==> config.mk <==
export PLATFORM = sky130hd
export DESIGN_NAME = cache_arbiter
export DESIGN_NICKNAME = d
export VERILOG_FILES = /design/src/rtl/cache_arbiter.sv
export SDC_FILE = /design/constraint.sdc
export NUM_CORES = 1
export LEC_CHECK = 0
export CAP_MARGIN = 15
export CELL_PAD_IN_SITES_DETAIL_PLACEMENT = 1
export CELL_PAD_IN_SITES_GLOBAL_PLACEMENT = 1
export CORE_AREA = 2 2 544 546
export CTS_CLUSTER_SIZE = 20
export DETAILED_ROUTE_END_ITERATION = 8
export DIE_AREA = 0 0 546 548
export GPL_TIMING_DRIVEN = 0
export PLACE_DENSITY_LB_ADDON = 0.1
export SYNTH_ARGS = -nofsm -noshare
export SYNTH_HDL_FRONTEND = slang
export SYNTH_SLANG_ARGS = --single-unit
==> constraint.sdc <==
create_clock -name clk -period 17.25 [get_ports clk]
set_input_delay 1.725 -clock clk [delete_from_list [all_inputs] [get_ports clk]]
set_output_delay 1.725 -clock clk [all_outputs]
set_load 0.05 [all_outputs]
==> src/rtl/cache_arbiter.sv <==
// rtl/cache_arbiter.sv - arbitrates instruction and data L1 misses onto one L2 port
// Optional round-robin tie-breaking: CACHE_ARB_ROUND_ROBIN_EN
module cache_arbiter #(
  parameter int LINE_W = 256
) (
  input  logic              clk,
  input  logic              rst,
  input  logic              i_read,
  input  logic [31:0]       i_address,
  output logic              i_resp,
  output logic [LINE_W-1:0] i_rdata,
  input  logic              d_read,
  input  logic              d_write,
  input  logic [31:0]       d_address,
  input  logic [LINE_W-1:0] d_wdata,
  output logic              d_resp,
  output logic [LINE_W-1:0] d_rdata,
  output logic              l2_read,
  output logic              l2_write,
  output logic [31:0]       l2_address,
  output logic [LINE_W-1:0] l2_wdata,
  input  logic              l2_resp,
  input  logic [LINE_W-1:0] l2_rdata,
  output logic              busy
);

  typedef enum logic [1:0] {IDLE, SERVE_I, SERVE_D, DONE} state_t;

  state_t            state;
  logic [31:0]       addr_q;
  logic [LINE_W-1:0] wdata_q;
  logic [LINE_W-1:0] rdata_q;
  logic              i_req;
  logic              d_req;
  logic              pick_d;

`ifdef CACHE_ARB_ROUND_ROBIN_EN
  logic last_d_q;
`endif

  assign i_req = i_read;
  assign d_req = d_read | d_write;

`ifdef CACHE_ARB_ROUND_ROBIN_EN
  assign pick_d = d_req && (!i_req || !last_d_q);
`else
  assign pick_d = d_req;
`endif

  // L2 side sees only captured request state, never live L1 inputs
  assign l2_address = addr_q;
  assign l2_wdata   = wdata_q;
  assign i_rdata    = rdata_q;
  assign d_rdata    = rdata_q;

  always_ff @(posedge clk or posedge rst) begin
    if (rst) begin
      state    <= IDLE;
      addr_q   <= '0;
      wdata_q  <= '0;
      rdata_q  <= '0;
      l2_read  <= 1'b0;
      l2_write <= 1'b0;
      i_resp   <= 1'b0;
      d_resp   <= 1'b0;
      busy     <= 1'b0;
`ifdef CACHE_ARB_ROUND_ROBIN_EN
      last_d_q <= 1'b1;
`endif
    end else begin
      case (state)
        IDLE: begin
          if (i_req || d_req) begin
            busy <= 1'b1;
`ifdef CACHE_ARB_ROUND_ROBIN_EN
            last_d_q <= pick_d;
`endif
            if (pick_d) begin
              // a simultaneous read and write is treated as a write
              addr_q   <= d_address;
              wdata_q  <= d_wdata;
              l2_write <= d_write;
              l2_read  <= ~d_write;
              state    <= SERVE_D;
            end else begin
              addr_q   <= i_address;
              wdata_q  <= '0;
              l2_write <= 1'b0;
              l2_read  <= 1'b1;
              state    <= SERVE_I;
            end
          end
        end
        SERVE_I, SERVE_D: begin
          if (l2_resp) begin
            rdata_q  <= l2_rdata;
            l2_read  <= 1'b0;
            l2_write <= 1'b0;
            i_resp   <= (state == SERVE_I);
            d_resp   <= (state == SERVE_D);
            state    <= DONE;
          end
        end
        DONE: begin
          // no grant here, so a requester still holding its op is not served twice
          i_resp <= 1'b0;
          d_resp <= 1'b0;
          busy   <= 1'b0;
          state  <= IDLE;
        end
        default: state <= IDLE;
      endcase
    end
  end

endmodule

==> results.toml <==
[outcome]
status = "completed"

[final_layout]
area_growth_pct = 98.3
regArea_um2 = 13800
final_core_util_pct = 15.2
final_cell_mix = "1386 x clkdlybuf4s50_1, 551 x dfrtp_1, 261 x buf_4"
drive_gt1_share_pct = 24.2
final_common_cell = "clkdlybuf4s50_1"
multiInputGateArea_um2 = 5990
nNetsFinal = 3616
final_cell_area_um2 = 44400
fillCellCount = 33350

[drt]
drt_wl_total_mm = 184
drtAntennaViolNets = 0
wl_per_cell_um = 26.1
via_per_inst = 2.75
drt-initial-drc-count = 521
via_count = 19349
drtPass1Iterations = 4
drc = 0

[timing]
drv_slew = 0
fin_crit_sh_pct = 23.9
rsz0062_at_grt = "false"
fin_skew_ns = 0.0181
fmax_mhz = 242
setup_tns_ns = 0
setup_viol = 0
slew_headroom_pct = 33.2
worstMarginPinSlew_ns = 0.999
hold-worst-slack_ns = 0.483
finalCriticalPeriod_ns = 4.13
hold_viol_final = 0

[clock_tree]
clkLatencyLatePin_ns = 0.70
cts_root_buf = "clkbuf_16"
cts_buffer_depth = 3
cts_resized = 0
htree_levels = 3
cts_made_buffers = 89
post_cts_buffers = 0
cts_tree = "done"
clk_pin_slew_ns = 0.06
hold_buffers = 0
numClockSinks = 551

[critical_path]
cp-end-kind = "primary output"
start_kind = "register"
path_max_fanout = 3
required_ns = 15.52
criticalPathCategory = "reg2out"
worstPathArrival_ns = 2.40

[die]
core_area_um2 = 293000
start_util_pct = 7.64
chipWidth_um = 546
die_height_um = 548
rows = 199
ioPinCount = 1387
dieArea_um2 = 299000

[pwr]
p_comb_share_pct = 62.7
p_clk_share_pct = 15.5
internal-power_mw = 5.87
swShare_pct = 52.6
peakVddDrop_mv = 0.125
seqPwrFrac_pct = 21.8
power.density_nw_per_um2 = 279
p_switching_mw = 6.51
p_leak_nw = 17.6
power_mw = 12.4

[grt]
grt_pass1_wl_mm = 235
antenna_found_initial = 140
grt_usage_pct = 11.9
grt_pass1_vias = 21328
gr-total-overflow = 0
grt_max_degree = 93

[logic_synthesis]
synth.yosys.seq_area_share_pct = 61.6
synth_fp_nets = 2133
netlist_area_um2 = 22400
avgSynthCellArea_um2 = 14.5
yosys.cell_types.count = 25
synthArstFlopShare_pct = 100
synth_warnings = 0
ys_ff_latch = 551
synth_flop_cell = "dfrtp_1"
postSynthCellCount = 1546
synth_edf_count = 0

[place]
placed_area_um2 = 41300
globalplace.congestion = 0.754
io_buffer_count = 1386
dp_hpwl_mm = 156

[run]
maxCapViolCount = 0

[hold_path]
worstHoldPathType = "reg2reg"
==> Yosys cell counts, types with 2 or more instances <==
| master | instances | area (um2) |
|---|---|---|
| o21ai_0 | 33 | 165 |
| mux2i_1 | 34 | 340 |
| nand2_1 | 34 | 128 |
| dfrtp_1 | 551 | 13800 |
| mux2_2 | 258 | 2910 |
| o21ai_1 | 2 | 10.0 |
| buf_2 | 56 | 280 |
| nand2b_1 | 2 | 12.5 |
| a22o_1 | 256 | 2240 |
| buf_4 | 261 | 1960 |
| inv_1 | 5 | 18.8 |
| o2bb2ai_1 | 2 | 17.5 |
| ha_1 | 5 | 62.6 |
| buf_6 | 30 | 338 |
| a21oi_1 | 2 | 10.0 |
| clkbuf_1 | 4 | 15.0 |
| o22ai_1 | 2 | 12.5 |
| nor2_4 | 2 | 22.5 |
==> layout make-up <==
| cell class | count | share of cell area, % |
|---|---|---|
| Antenna cell | 39 | 0.220 |
| Buffer | 351 | 5.84 |
| Clock buffer | 127 | 5.81 |
| Clock inverter | 25 | 0.879 |
| Inverter | 5 | 0.0592 |
| Multi-Input combinational cell | 639 | 13.5 |
| Sequential cell | 551 | 31.0 |
| Tap cell | 3919 | 11.0 |
| Timing Repair Buffer | 1392 | 31.6 |
==> kinds of logic (layout without fill, tap and decap cells) <==
kind of cell | count (synthesis) | count (layout) | synth area share (%)
flip-flops | 551 | 551 | 61.6
buffers and inverters | 356 | 1900 | 11.7
AO/OA/AOI/OAI | 302 | 302 | 11.2
multiplexers | 292 | 292 | 14.5
AND/OR/NAND/NOR | 40 | 40 | 0.771
adder cells (fa/ha/maj) | 5 | 5 | 0.279
other | 0 | 39 | 0
==> worst max-delay path: stages, from the launching register on <==
cell and delay, ns:
dfrtp_1 0.70, buf_4 0.20, clkdlybuf4s50_1 0.79
==> registers in the layout, indices dropped and copies added, names as in the netlist <==
signal and count:
state 2, busy 1, l2_read 1, i_resp 1
l2_address 32, l2_wdata 256, d_rdata 256, l2_write 1
d_resp 1
==> per-stage QoR <==
step / worst slack [ns] / instances
6_report: 13.12 / 7048
5_1_grt: 13.11 / 7010
4_1_cts: 13.02 / 7009
3_5_place_dp: 12.54 / 6857
3_3_place_gp: -13.64 / 6851
2_1_floorplan: 0.119 / 1546
==> power groups by stage <==
stage | logic (mW) | registers [mW] | clock network (mW)
2_1_floorplan | 2.78 | 4.53 | 0
3_5_place_dp | 7.91 | 2.76 | 0
3_3_place_gp | 7.94 | 2.75 | 0
6_report | 7.76 | 2.70 | 1.92
4_1_cts | 7.92 | 2.75 | 2.05
5_1_grt | 8.10 | 2.81 | 2.08
==> routing by layer <==
metal	track usage (%)	vias up	wire, um
met2	22.5	1103	97100
met1	11.7	9497	63300
met4	2.24	70	3750
li1	-	8343	-
met3	5.82	336	19300
met5	0	-	448
==> final timing paths <==
kind | start | depth (start not counted) | slack [ns] | to
hold / removal | l2_address[6]$_DFFE_PP0P_ | 2 | 0.48 | l2_address[6]$_DFFE_PP0P_
max in group asynchronous | rst | 5 | 13.74 | l2_wdata[183]$_DFFE_PP0P_
min in group asynchronous | rst | 2 | 1.48 | d_rdata[168]$_DFFE_PP0P_
setup / recovery | d_rdata[200]$_DFFE_PP0P_ | 2 | 13.12 | i_rdata[200]
hold reg to reg | l2_address[6]$_DFFE_PP0P_ | 2 | 0.48 | l2_address[6]$_DFFE_PP0P_
setup reg to reg | state[1]$_DFFE_PP0P_ | 7 | 14.23 | d_rdata[100]$_DFFE_PP0P_
Note: power is estimated with default switching activity, not from simulation.
